[src/rtl/axi_shim_ot.sv]
// axi_shim_ot: turns cache/PTW read and write requests into AXI4 AR/AW/W transactions
// and passes R/B responses straight back, limiting outstanding transactions per direction.
// Ports:
//   clk_i, rst_ni          clock, asynchronous active-low reset
//   rd_req_i .. rd_id_i    read request (held until rd_gnt_o), rd_gnt_o on AR handshake
//   rd_rdy_i, rd_*_o       R channel pass-through (rd_rdy_i drives r_ready)
//   wr_req_i .. wr_id_i    write request with all beats presented at once (held until wr_gnt_o)
//   wr_rdy_i, wr_*_o       B channel pass-through (wr_rdy_i drives b_ready)
//   axi_req_o, axi_resp_i  AXI4+ATOP master port
package axi_shim_ot_pkg;
    typedef struct packed {
        logic [3:0]  id;
        logic [63:0] addr;
        logic [7:0]  len;
        logic [2:0]  size;
        logic [1:0]  burst;
        logic        lock;
        logic [3:0]  cache;
        logic [2:0]  prot;
        logic [3:0]  qos;
        logic [3:0]  region;
        logic [5:0]  atop;
    } aw_chan_t;
    typedef struct packed {
        logic [3:0]  id;
        logic [63:0] addr;
        logic [7:0]  len;
        logic [2:0]  size;
        logic [1:0]  burst;
        logic        lock;
        logic [3:0]  cache;
        logic [2:0]  prot;
        logic [3:0]  qos;
        logic [3:0]  region;
    } ar_chan_t;
    typedef struct packed {
        logic [63:0] data;
        logic [7:0]  strb;
        logic        last;
    } w_chan_t;
    typedef struct packed {
        logic [3:0] id;
        logic [1:0] resp;
    } b_chan_t;
    typedef struct packed {
        logic [3:0]  id;
        logic [63:0] data;
        logic [1:0]  resp;
        logic        last;
    } r_chan_t;
    typedef struct packed {
        aw_chan_t aw;
        logic     aw_valid;
        w_chan_t  w;
        logic     w_valid;
        logic     b_ready;
        ar_chan_t ar;
        logic     ar_valid;
        logic     r_ready;
    } req_t;
    typedef struct packed {
        logic    aw_ready;
        logic    ar_ready;
        logic    w_ready;
        logic    b_valid;
        b_chan_t b;
        logic    r_valid;
        r_chan_t r;
    } resp_t;
endpackage

module axi_shim_ot #(
    parameter int unsigned AxiAddrWidth   = 64,
    parameter int unsigned AxiDataWidth   = 64,
    parameter int unsigned AxiIdWidth     = 4,
    parameter int unsigned AxiNumWords    = 4,
    parameter int unsigned MaxOutstanding = 4,
    parameter type axi_req_t  = axi_shim_ot_pkg::req_t,
    parameter type axi_resp_t = axi_shim_ot_pkg::resp_t,
    localparam int unsigned BlenW = (AxiNumWords > 1) ? $clog2(AxiNumWords) : 1
) (
    input  logic                                         clk_i,
    input  logic                                         rst_ni,
    input  logic                                         rd_req_i,
    output logic                                         rd_gnt_o,
    input  logic [AxiAddrWidth-1:0]                      rd_addr_i,
    input  logic [BlenW-1:0]                             rd_blen_i,
    input  logic [2:0]                                   rd_size_i,
    input  logic [AxiIdWidth-1:0]                        rd_id_i,
    input  logic                                         rd_rdy_i,
    output logic                                         rd_valid_o,
    output logic                                         rd_last_o,
    output logic [AxiDataWidth-1:0]                      rd_data_o,
    output logic [AxiIdWidth-1:0]                        rd_id_o,
    output logic [1:0]                                   rd_resp_o,
    input  logic                                         wr_req_i,
    output logic                                         wr_gnt_o,
    input  logic [AxiAddrWidth-1:0]                      wr_addr_i,
    input  logic [AxiNumWords-1:0][AxiDataWidth-1:0]     wr_data_i,
    input  logic [AxiNumWords-1:0][AxiDataWidth/8-1:0]   wr_be_i,
    input  logic [BlenW-1:0]                             wr_blen_i,
    input  logic [2:0]                                   wr_size_i,
    input  logic [AxiIdWidth-1:0]                        wr_id_i,
    input  logic                                         wr_rdy_i,
    output logic                                         wr_valid_o,
    output logic [AxiIdWidth-1:0]                        wr_id_o,
    output logic [1:0]                                   wr_resp_o,
    output axi_req_t                                     axi_req_o,
    input  axi_resp_t                                    axi_resp_i
);
    localparam int unsigned OtW = $clog2(MaxOutstanding + 1);

    typedef enum logic {IDLE, SEND} state_e;

    state_e           state_q, state_d;
    logic             aw_done_q, aw_done_d;
    logic             w_done_q, w_done_d;
    logic [BlenW-1:0] beat_q, beat_d;
    logic [OtW-1:0]   rd_ot_q, wr_ot_q;

    logic rd_ok, wr_ok, ar_valid, r_last_hs, b_hs;
    logic wr_act, aw_valid, w_valid, w_last, aw_fin, w_fin;

    assign rd_ok     = rd_ot_q < OtW'(MaxOutstanding);
    assign wr_ok     = wr_ot_q < OtW'(MaxOutstanding);
    assign ar_valid  = rd_req_i & rd_ok;
    assign rd_gnt_o  = ar_valid & axi_resp_i.ar_ready;
    assign r_last_hs = axi_resp_i.r_valid & rd_rdy_i & axi_resp_i.r.last;
    assign b_hs      = axi_resp_i.b_valid & wr_rdy_i;

    assign rd_valid_o = axi_resp_i.r_valid;
    assign rd_last_o  = axi_resp_i.r.last;
    assign rd_data_o  = axi_resp_i.r.data;
    assign rd_id_o    = axi_resp_i.r.id;
    assign rd_resp_o  = axi_resp_i.r.resp;
    assign wr_valid_o = axi_resp_i.b_valid;
    assign wr_id_o    = axi_resp_i.b.id;
    assign wr_resp_o  = axi_resp_i.b.resp;

    // A write is active while in SEND, or in IDLE when a request is present and
    // the outstanding limit allows it. AW and the W burst finish independently;
    // the grant fires once both are done, whichever completes last.
    always_comb begin
        state_d   = state_q;
        aw_done_d = aw_done_q;
        w_done_d  = w_done_q;
        beat_d    = beat_q;
        wr_gnt_o  = 1'b0;
        wr_act    = (state_q == SEND) | (wr_req_i & wr_ok);
        aw_valid  = wr_act & ~aw_done_q;
        w_valid   = wr_act & ~w_done_q;
        w_last    = beat_q == wr_blen_i;
        aw_fin    = aw_done_q | (aw_valid & axi_resp_i.aw_ready);
        w_fin     = w_done_q | (w_valid & axi_resp_i.w_ready & w_last);
        if (wr_act && aw_fin && w_fin) begin
            wr_gnt_o  = 1'b1;
            state_d   = IDLE;
            aw_done_d = 1'b0;
            w_done_d  = 1'b0;
            beat_d    = '0;
        end else if (wr_act) begin
            state_d   = SEND;
            aw_done_d = aw_fin;
            w_done_d  = w_fin;
            beat_d    = (w_valid && axi_resp_i.w_ready && !w_last) ? beat_q + BlenW'(1) : beat_q;
        end
    end

    always_comb begin
        axi_req_o           = '0;
        axi_req_o.ar.id     = rd_id_i;
        axi_req_o.ar.addr   = rd_addr_i;
        axi_req_o.ar.len    = 8'(rd_blen_i);
        axi_req_o.ar.size   = rd_size_i;
        axi_req_o.ar.burst  = 2'b01;
        axi_req_o.ar_valid  = ar_valid;
        axi_req_o.aw.id     = wr_id_i;
        axi_req_o.aw.addr   = wr_addr_i;
        axi_req_o.aw.len    = 8'(wr_blen_i);
        axi_req_o.aw.size   = wr_size_i;
        axi_req_o.aw.burst  = 2'b01;
        axi_req_o.aw_valid  = aw_valid;
        axi_req_o.w.data    = wr_data_i[beat_q];
        axi_req_o.w.strb    = wr_be_i[beat_q];
        axi_req_o.w.last    = w_last;
        axi_req_o.w_valid   = w_valid;
        axi_req_o.r_ready   = rd_rdy_i;
        axi_req_o.b_ready   = wr_rdy_i;
    end

    always_ff @(posedge clk_i or negedge rst_ni) begin
        if (!rst_ni) begin
            state_q   <= IDLE;
            aw_done_q <= 1'b0;
            w_done_q  <= 1'b0;
            beat_q    <= '0;
        end else begin
            state_q   <= state_d;
            aw_done_q <= aw_done_d;
            w_done_q  <= w_done_d;
            beat_q    <= beat_d;
        end
    end

    // A response arriving with nothing outstanding is ignored so the counter
    // holds at zero instead of wrapping.
    always_ff @(posedge clk_i or negedge rst_ni) begin
        if (!rst_ni) begin
            rd_ot_q <= '0;
            wr_ot_q <= '0;
        end else begin
            rd_ot_q <= rd_ot_q + OtW'(rd_gnt_o) - OtW'(r_last_hs && rd_ot_q != '0);
            wr_ot_q <= wr_ot_q + OtW'(wr_gnt_o) - OtW'(b_hs && wr_ot_q != '0);
        end
    end

    assert property (@(posedge clk_i) disable iff (!rst_ni) !(r_last_hs && rd_ot_q == '0));
    assert property (@(posedge clk_i) disable iff (!rst_ni) !(b_hs && wr_ot_q == '0));
endmodule

[config.mk]
export PLATFORM = sky130hd
export DESIGN_NAME = axi_shim_ot
export DESIGN_NICKNAME = d
export VERILOG_FILES = /design/src/rtl/axi_shim_ot.sv
export SDC_FILE = /design/constraint.sdc
export NUM_CORES = 1
export LEC_CHECK = 0
export BUFFER_PORTS_ARGS = -buffer_cell sky130_fd_sc_hd__buf_4
export CAP_MARGIN = 40
export CORE_AREA = 2 2 342 344
export CTS_BUF_LIST = sky130_fd_sc_hd__clkbuf_2
export DETAILED_ROUTE_END_ITERATION = 12
export DIE_AREA = 0 0 344 346
export PLACE_DENSITY_LB_ADDON = 0.12
export SLEW_MARGIN = 20
export SYNTH_ARGS = -nofsm -noshare
export SYNTH_HDL_FRONTEND = slang
export SYNTH_SLANG_ARGS = --single-unit
[constraint.sdc]
create_clock -name clk_i -period 2.2 [get_ports clk_i]
set_clock_uncertainty 0.05 [all_clocks]
set_input_delay 0.11 -clock clk_i [delete_from_list [all_inputs] [get_ports clk_i]]
set_output_delay 0.11 -clock clk_i [all_outputs]
set_load 0.02 [all_outputs]
==> run summary, run 1 <==
Max Clk Rate -> 0.478 GHz
Max Slew Vio Count -> 0
PortBufs -> 386
Synth cell types -> 31
sw power -> 0.00340 W
H-tree levels -> 1
Hold Path Class -> in2reg
EDFF count, synth -> 0
asr flop ratio synth -> 1.00
Fin. Hold Viols -> 0
final net count -> 1132
post-route ant nets -> 0
Worst R2R Path Depth -> 9
Initial Util -> 0.0397
stages on the worst setup path -> 3
Max FO, Critical Path -> 76
detailed-route DRC error count -> 0
startpoint type of the worst setup path -> flop
Post-Route WL -> 34900 µm
vias in the first global route -> 4117
Worst Tran Pin Value -> 0.699 ns
headroom to the max-slew limit -> 0.534
most frequent cell after synthesis -> buf_4
fraction of layout cells with a size suffix above 1 -> 0.809
Switching Fraction -> 0.496
mapped cell area -> 4580 µm²
WP buf/inv -> 2
CP Cell Sequence -> buf_12 -> mux4_2 -> buf_4
CTS clk-pin slew, worst paths -> 0.13 ns
buffer levels on the longest clock path -> 2
initial antenna violation count -> 20
synthesis-to-layout area growth -> 66.4%
Cell Count, Final, Fillers Out -> 2128
Power Density -> 902 nW/µm²
delay-heaviest family, CP -> buffers and inverters
critical path required time -> 2.04 ns
endpoint class of the critical path -> primary output
top cells by area, synth -> buf_4, mux4_2, dfrtp_1
Largest stage delay, worst path -> 0.48 ns
Initial DRC Count -> 130
root buf cell -> clkbuf_2
WHS -> 0.0868 ns
cell area after layout -> 7620 µm²
dpl cells -> 2112
GRT overflow -> 0
CTS tree -> done
hold path cells -> 3
Synth area leader -> buf_4
RD Place Congestion -> 0.751
I/O pins -> 881
most frequent cells after synthesis -> buf_4, mux4_2, dfrtp_1
minimum clock period -> 2.09 ns
die height -> 346 µm
drt first pass iters -> 4
first-pass GRT wire length -> 42100 µm
Crit Path Class -> reg2out
Die X -> 344 µm
final core utilization -> 0.0660
CP max stage cell -> mux4_2
DR vias -> 3926
vias per inst -> 1.84
unrepaired setup endpoints after global routing -> false
Synth Flop Type -> dfrtp_1
Lkg Pwr -> 2.95 nW
Seq pwr share -> 0.061
Ys Warns -> 0
largest net degree at the start of global routing -> 77
Post-DP Area -> 7410 µm²
overall routing resource usage -> 0.0533
WP data arrival -> 1.93 ns
cell-internal power -> 0.00346 W
drt wl/cell -> 16.4 µm
Max VDD drop -> 0.000536 V
core region area -> 115000 µm²
die area -> 119000 µm²
clock share of power -> 0.019
post-synth top area share -> 0.474
Num CTS Buffers -> 3
Clk Latency, worst-skew pair -> 0.27 ns
max cap viols -> 0
#FFs+latches synth -> 11
num rows -> 125
Seq/Total Area, Yosys -> 0.0601
final setup vio count -> 0
status -> complete, no violations
period utilization -> 0.951
Mapped Cells -> 442
Combinational Power Share -> 0.920
syn avg cell area -> 10.4 µm²
CTS sink cnt -> 11
DP HPWL -> 31000 µm
==> path summary, 6_finish.rpt <==
| check | start | to | slack, ns |
|---|---|---|---|
| min | axi_resp_i[81] | aw_done_q | 0.09 |
| min in group asynchronous | rst_ni | state_q | 0.14 |
| max reg2reg | beat_q[0] | wr_ot_q[2] | 0.12 |
| min reg2reg | wr_ot_q[2] | wr_ot_q[2] | 0.47 |
| max in group asynchronous | rst_ni | beat_q[1] | 1.78 |
| max | beat_q[1] | axi_req_o[114] | 0.11 |
==> per-layer routing <==
| layer | vias up | share of wire | global-route usage |
|---|---|---|---|
| met5 | - | 0.0010 | 0 |
| met4 | 6 | 0.017 | 0.00763 |
| met3 | 75 | 0.12 | 0.0236 |
| met2 | 443 | 0.45 | 0.0865 |
| met1 | 1863 | 0.41 | 0.0659 |
| li1 | 1539 | - | - |
==> cell usage in the layout (no fill, tap or decap), types with 2 or more instances in the layout <==
| cell | count |
|---|---|
| buf_4 | 397 |
| nor2b_1 | 2 |
| dfrtp_1 | 9 |
| inv_1 | 9 |
| mux4_2 | 72 |
| nand2b_1 | 2 |
| ha_1 | 4 |
| xor2_1 | 3 |
| nand3_1 | 2 |
| o21ai_0 | 2 |
| conb_1 | 54 |
| a21oi_1 | 3 |
| xnor2_1 | 3 |
| buf_16 | 5 |
| clkbuf_2 | 4 |
| a21o_1 | 2 |
| dfrtp_4 | 2 |
| nor2_1 | 8 |
| buf_12 | 2 |
==> registers in the layout, indices dropped and copies added (netlist names) <==
name,count
aw_done_q,1
beat_q,2
rd_ot_q,3
state_q,1
w_done_q,1
wr_ot_q,3
==> power by group through the flow <==
stage                     Sequential (W)  Clock (W)  Combinational [W]
final                           0.000422   0.000128            0.00632
after global routing            0.000441   0.000147            0.00682
after detailed placement        0.000425          0            0.00610
after floorplan                 0.000386          0            0.00427
after global placement          0.000424          0            0.00613
after CTS                       0.000425   0.000140            0.00639
==> layout make-up <==
type | instances | area (µm²)
multi-input combinational | 172 | 2170
antenna | 1 | 2.50
inverter | 9 | 33.8
clock buffer | 4 | 20.0
sequential | 11 | 283
fill | 13630 | 108000
timing repair buffer | 407 | 3200
tap | 1524 | 1910
==> worst reg2reg max path, stage by stage, from the launching register on <==
cell	delay, ns
dfrtp_4	0.53
xor2_1	0.16
nor2_2	0.14
a21o_1	0.15
and2_4	0.14
ha_1	0.13
inv_1	0.05
fa_2	0.33
xnor2_1	0.19
xnor2_1	0.13
==> metrics by stage <==
step	total power, W	TNS, ns	setup WS (ns)
3_5_place_dp	0.00653	0	0.0717
5_1_grt	0.00741	0	0.0210
3_3_place_gp	0.00655	0	0.0774
4_1_cts	0.00696	-1.19	-0.0772
2_1_floorplan	0.00465	0	0.0377
6_report	0.00687	0	0.107
==> cell families (layout without fill, tap and decap cells) <==
group / after synthesis / after routing / synth area share
other cells: 2 / 55 / 0.00164
buf+inv: 311 / 420 / 0.510
fa+ha+maj: 6 / 6 / 0.0197
xor+xnor: 6 / 6 / 0.0115
flops: 11 / 11 / 0.0601
compound gates: 15 / 15 / 0.0224
mux: 72 / 72 / 0.354
simple gates: 19 / 19 / 0.0208
==> timing repair <==
action | CTS | global route
setup endpoints to repair | 50 | 42
cloned | 2 | 1
hold endpoints to repair | 11 | 0
pin swaps | 0 | 4
gates resized for setup | 3 | 5
hold buffers | 1 | 0
setup buffers | 1 | 6
Power figures use the tool's default switching activity.
==> run 2: changes to the inputs <==
--- a/config.mk
+++ b/config.mk
@@ -5,12 +5,13 @@
 export SDC_FILE = /design/constraint.sdc
 export NUM_CORES = 1
 export LEC_CHECK = 0
+export ABC_AREA = 1
 export BUFFER_PORTS_ARGS = -buffer_cell sky130_fd_sc_hd__buf_4
 export CAP_MARGIN = 40
-export CORE_AREA = 2 2 342 344
+export CORE_AREA = 2 2 339 341
 export CTS_BUF_LIST = sky130_fd_sc_hd__clkbuf_2
 export DETAILED_ROUTE_END_ITERATION = 12
-export DIE_AREA = 0 0 344 346
+export DIE_AREA = 0 0 341 343
 export PLACE_DENSITY_LB_ADDON = 0.12
 export SLEW_MARGIN = 20
 export SYNTH_ARGS = -nofsm -noshare
==> run summary, run 2 <==
Crit Path Class -> reg2out
Post-DP Area -> 7690 µm²
minimum clock period -> 2.12 ns
Fillers -> 13484
Max VDD drop -> 0.000433 V
endpoint class of the critical path -> primary output
syn avg cell area -> 6.20 µm²
largest family of logic cells by synthesized area -> buffers and inverters
Seq/Total Area, Yosys -> 0.0575
unrepaired setup endpoints after global routing -> true
CP dominant cell by count -> buf_4
DR vias -> 5532
Initial DRC Count -> 193
vias in the first global route -> 6084
post-route ant nets -> 0
hold wc startpoint -> axi_resp_i[81]
mapped cell area -> 4790 µm²
Tot Pwr -> 0.00913 W
Synth area leader -> buf_4
Place WS -> 0.0132 ns
CP Cell Sequence -> clkinv_2 -> buf_6 -> buf_4 -> o21ai_0 -> o22ai_2 -> buf_4 -> buf_4
status -> complete, no violations
Hold Path Class -> in2reg
#FFs+latches synth -> 11
simple-gate share of the synthesized area -> 0.147
CTS tree -> done
post-synthesis adder-cell area fraction -> 0.0188
buffer levels on the longest clock path -> 2
startpoint type of the worst setup path -> flop
asr flop ratio synth -> 1.00
met2 usage -> 0.0846
WP data arrival -> 1.96 ns
Max FO, Critical Path -> 15
first-pass GRT wire length -> 48300 µm
drt first pass iters -> 4
die height -> 343 µm
storage element area -> 283 µm²
initial antenna violation count -> 10
RR Endpoint -> wr_ot_q[2]
H-tree levels -> 1
period utilization -> 0.963
commonest non-fill, non-tap cell in the layout -> buf_4
launching point of the worst reg2reg path -> beat_q[0]
met3 GRT Util -> 0.0320
Synth cell types -> 26
top cells by area, synth -> buf_4, o21ai_0, nor2_1
Max Clk Rate -> 0.472 GHz
vias per inst -> 2.28
Largest stage delay, worst path -> 0.53 ns
multiplexer area fraction after synthesis -> 0
sw power -> 0.00554 W
detailed-route DRC error count -> 0
EDFF count, synth -> 0
Die X -> 341 µm
hold path cells -> 3
Fin. Hold Viols -> 0
WP buf/inv -> 5
PnR worst setup slack -> 0.0808 ns
Setup Fix Bufs, Post-CTS -> 0
Ys Warns -> 0
Hold Path End -> aw_done_q
drt wl/cell -> 15.3 µm
Switching Fraction -> 0.607
xor/xnor share of the synthesized area -> 0.00732
CTS sink cnt -> 11
Lkg Pwr -> 3.16 nW
most frequent cells after synthesis -> buf_4, o21ai_0, nor2_1
Cell Count, Final, Fillers Out -> 2428
most frequent cells in the layout -> buf_4, o21ai_0, nor2_1, o22ai_1, conb_1
GRT overflow -> 0
Clk Latency, worst-skew pair -> 0.28 ns
core region area -> 113000 µm²
post-synth top area share -> 0.447
GR peak layer -> met2
overall routing resource usage -> 0.0586
I/O pins -> 881
most frequent cell after synthesis -> buf_4
Mapped Cells -> 772
Post-Route WL -> 37200 µm
DP HPWL -> 32700 µm
die area -> 117000 µm²
final setup vio count -> 0
delay-heaviest family, CP -> buffers and inverters
biggest regs -> rd_ot_q x3, wr_ot_q x3, beat_q x2
Seq pwr share -> 0.044
post-synthesis compound-gate area fraction -> 0.251
Initial Util -> 0.0422
cell-internal power -> 0.00359 W
RD Place Congestion -> 0.692
cell area after layout -> 7830 µm²
fraction of layout cells with a size suffix above 1 -> 0.491
critical path required time -> 2.04 ns
dpl cells -> 2421
Worst R2R Path Depth -> 12
num rows -> 124
synthesis-to-layout area growth -> 63.6%
max cap viols -> 0
R2R Setup Slk -> 0.08 ns
Synth Flop Type -> dfrtp_1
Num CTS Buffers -> 3
met1 global-route usage -> 0.0708
largest net degree at the start of global routing -> 74
PortBufs -> 386
CP max stage cell -> dfrtp_4
CTS clk-pin slew, worst paths -> 0.13 ns
root buf cell -> clkbuf_2
Combinational Power Share -> 0.941
multi-input logic area -> 2280 µm²
clock share of power -> 0.014
Max Slew Vio Count -> 0
final net count -> 1443
final core utilization -> 0.0691
Power Density -> 1170 nW/µm²
-- run 2: routing by layer --
metal / share of wire / up-vias
met5: 0.0016 / -
met3: 0.14 / 144
met4: 0.046 / 8
li1: - / 2504
met1: 0.41 / 2446
met2: 0.40 / 430
-- run 2: worst max-delay path by stage --
stage	from	end	cells after the start	slack, ns
6_report	beat_q[1]	axi_req_o[167]	7	0.08
5_1_grt	beat_q[0]	axi_req_o[153]	5	-0.07
4_1_cts	beat_q[1]	axi_req_o[131]	6	-0.0002
3_5_place_dp	beat_q[0]	wr_ot_q[2]	12	0.01
3_3_place_gp	beat_q[0]	wr_ot_q[2]	12	0.01
2_1_floorplan	beat_q[0]	wr_ot_q[2]	13	0.04
-- run 2: through the flow --
stage	hold WS, ns	TNS (ns)
floorplan	-0.236	0
global placement	-0.0740	0
detailed placement	-0.0798	0
CTS	0.0144	-0.000167
global route	0.0414	-0.305
finish	0.0389	0
-- run 2: kinds of logic (layout without fill, tap and decap cells) --
logic type	after synthesis	after routing
XOR/XNOR	4	4
AND/OR/NAND/NOR	174	174
buffers and inverters	354	444
flip-flops	11	11
AO/OA/AOI/OAI	221	221
other	2	56
adder cells (fa/ha/maj)	6	6
-- run 2: repair_timing --
item                                   in CTS  in global routing
resized for setup                           8                 18
setup endpoints to repair                   6                 17
pin swaps                                   0                  5
endpoints found under the hold margin      11                  0
gates cloned                                0                  0
hold buffers                                1                  0
-- run 2: area by class of cell --
cell class | count | area share
diodes | 2 | 0.000639
clock buffers | 4 | 0.00256
inverters | 21 | 0.0109
multi-input cells | 459 | 0.291
flip-flops and latches | 11 | 0.0361
well taps | 1512 | 0.241
repair buffers | 419 | 0.418
-- run 2: worst reg2reg max path: stages (launching register included) --
cell	delay (ns)
dfrtp_4	0.55
inv_6	0.10
nand2_1	0.05
nand2_1	0.08
nand2_2	0.09
nor2_2	0.11
nor2_2	0.06
nor2_4	0.09
ha_1	0.14
inv_1	0.05
fa_2	0.35
xnor2_2	0.15
xor2_1	0.15
-- run 2: power by group through the flow --
| stage | Sequential [W] | Clock (W) | Combinational [W] |
|---|---|---|---|
| 6_report | 0.000406 | 0.000132 | 0.00859 |
| 5_1_grt | 0.000423 | 0.000158 | 0.00955 |
| 4_1_cts | 0.000408 | 0.000147 | 0.00885 |
| 3_5_place_dp | 0.000413 | 0 | 0.00874 |
| 3_3_place_gp | 0.000412 | 0 | 0.00877 |
| 2_1_floorplan | 0.000363 | 0 | 0.00498 |
==> run 3: changes to the inputs <==
--- a/config.mk
+++ b/config.mk
@@ -13,7 +13,7 @@
 export DETAILED_ROUTE_END_ITERATION = 12
 export DIE_AREA = 0 0 341 343
 export PLACE_DENSITY_LB_ADDON = 0.12
-export SLEW_MARGIN = 20
+export REMOVE_ABC_BUFFERS = 1
 export SYNTH_ARGS = -nofsm -noshare
 export SYNTH_HDL_FRONTEND = slang
 export SYNTH_SLANG_ARGS = --single-unit
==> run summary, run 3 (synthesized netlist as in run 2, its figures left out) <==
Initial DRC Count -> 380
Worst Tran Pin Value -> 0.538 ns
largest net degree at the start of global routing -> 74
root buf cell -> clkbuf_2
initial antenna violation count -> 38
sw power -> 0.00633 W
CP Cell Sequence -> inv_8 -> nand2_1 -> nand2_1 -> nand2_2 -> nor2_4 -> nor2_2 -> nor2_4 -> ha_1 -> inv_1 -> fa_2 -> xnor2_2 -> xor2_1
most frequent cells in the layout -> buf_4, nor2_1, o21ai_0, o22ai_1, conb_1
Seq pwr share -> 0.042
critical path required time -> 2.33 ns
Power Density -> 1260 nW/µm²
Max FO, Critical Path -> 5
vias in the first global route -> 6449
R2R Setup Slk -> 0.04 ns
Crit Path Class -> reg2reg
setup tns final -> 0 ns
max cap viols -> 0
Combinational Power Share -> 0.945
status -> complete, no violations
drt wl/cell -> 46.3 µm
core region area -> 113000 µm²
synthesis-to-layout area growth -> 67.9%
DP HPWL -> 100000 µm
die height -> 343 µm
PnR worst setup slack -> 0.0438 ns
num rows -> 124
Fillers -> 13511
CTS sink cnt -> 11
period utilization -> 0.980
PortBufs -> 386
endpoint class of the critical path -> flop
Lkg Pwr -> 3.25 nW
Place WS -> -0.238 ns
Initial Util -> 0.0422
GRT overflow -> 0
final setup vio count -> 0
final net count -> 1446
overall routing resource usage -> 0.185
die area -> 117000 µm²
first-pass GRT wire length -> 128000 µm
Die X -> 341 µm
biggest regs -> rd_ot_q x3, wr_ot_q x3, beat_q x2
cell-internal power -> 0.00380 W
Hold Path Class -> in2async
Switching Fraction -> 0.625
CP max stage cell -> dfrtp_4
Largest stage delay, worst path -> 0.59 ns
WP data arrival -> 2.29 ns
H-tree levels -> 1
unrepaired setup endpoints after global routing -> true
buffer levels on the longest clock path -> 2
Max Slew Vio Count -> 0
I/O pins -> 881
headroom to the max-slew limit -> 0.638
Fin. Hold Viols -> 0
Clk Latency, worst-skew pair -> 0.30 ns
detailed-route DRC error count -> 0
minimum clock period -> 2.16 ns
commonest non-fill, non-tap cell in the layout -> buf_4
Num CTS Buffers -> 3
CTS clk-pin slew, worst paths -> 0.15 ns
vias per inst -> 2.65
Max VDD drop -> 0.000556 V
clock share of power -> 0.013
RD Place Congestion -> 0.856
post-route ant nets -> 0
CTS tree -> done
Post-Route WL -> 113000 µm
DR vias -> 6446
Max Clk Rate -> 0.464 GHz
dpl cells -> 2417
startpoint type of the worst setup path -> flop
drt first pass iters -> 4
fraction of layout cells with a size suffix above 1 -> 0.503
Cell Count, Final, Fillers Out -> 2437
-- run 3: repair_timing --
| item | 4_1_cts | 5_1_grt |
|---|---|---|
| cloned | 3 | 0 |
| setup buffers | 1 | 2 |
| setup endpoints to repair | 46 | 25 |
| pin swaps | 3 | 3 |
| hold endpoints to repair | 12 | 0 |
| hold buffers | 2 | 0 |
| gates resized for setup | 31 | 19 |
-- run 3: worst paths after layout --
path                                start             to  cells after the start
setup / recovery                beat_q[0]     wr_ot_q[2]                     12
hold / removal                     rst_ni        state_q                      2
setup reg to reg                beat_q[0]     wr_ot_q[2]                     12
hold reg to reg                  w_done_q       w_done_q                      2
max in group asynchronous          rst_ni     wr_ot_q[2]                      2
min in group clk_i         axi_resp_i[43]  rd_data_o[40]                      0
-- run 3: area by class of cell --
class / count / area [µm²] / share of cell area
timing repair buffer: 422 / 3370 / 0.419
multi-input combinational: 459 / 2360 / 0.294
tap: 1512 / 1890 / 0.235
sequential: 11 / 283 / 0.0352
inverter: 21 / 87.6 / 0.0109
clock buffer: 4 / 20.0 / 0.00249
antenna: 8 / 20.0 / 0.00249
-- run 3: routing by layer --
| metal | global-route usage | wire length, µm | vias up |
|---|---|---|---|
| li1 | - | - | 2519 |
| met1 | 0.156 | 34900 | 2822 |
| met2 | 0.240 | 41000 | 990 |
| met3 | 0.279 | 34500 | 77 |
| met4 | 0.00753 | 618 | 38 |
| met5 | 0.102 | 1810 | - |
-- run 3: per-stage QoR --
stage / hold slack [ns] / util / total power [W] / instance area [µm²]
2_1_floorplan: -0.236 / - / 0.00430 / 2590
3_3_place_gp: -0.0657 / 0.0675 / 0.00948 / 7650
3_5_place_dp: -0.0720 / 0.0675 / 0.00946 / 7650
4_1_cts: 0.110 / 0.0700 / 0.0104 / 7930
5_1_grt: 0.133 / 0.0707 / 0.0110 / 8020
6_report: 0.138 / 0.0708 / 0.0101 / 8040
-- run 3: worst max-delay path, delay by kind of cell (launching register included) --
| kind | cells | cell delay [ns] |
|---|---|---|
| fa+ha+maj | 2 | 0.50 |
| xor+xnor | 2 | 0.28 |
| flops | 1 | 0.59 |
| simple gates | 6 | 0.44 |
| buf+inv | 2 | 0.17 |
-- run 3: power groups by stage --
stage	logic [W]	registers, W	clock network [W]
after floorplan	0.00362	0.000673	0
after global placement	0.00907	0.000411	0
after detailed placement	0.00904	0.000417	0
after CTS	0.00983	0.000424	0.000153
after global routing	0.0104	0.000439	0.000160
final	0.00957	0.000424	0.000136
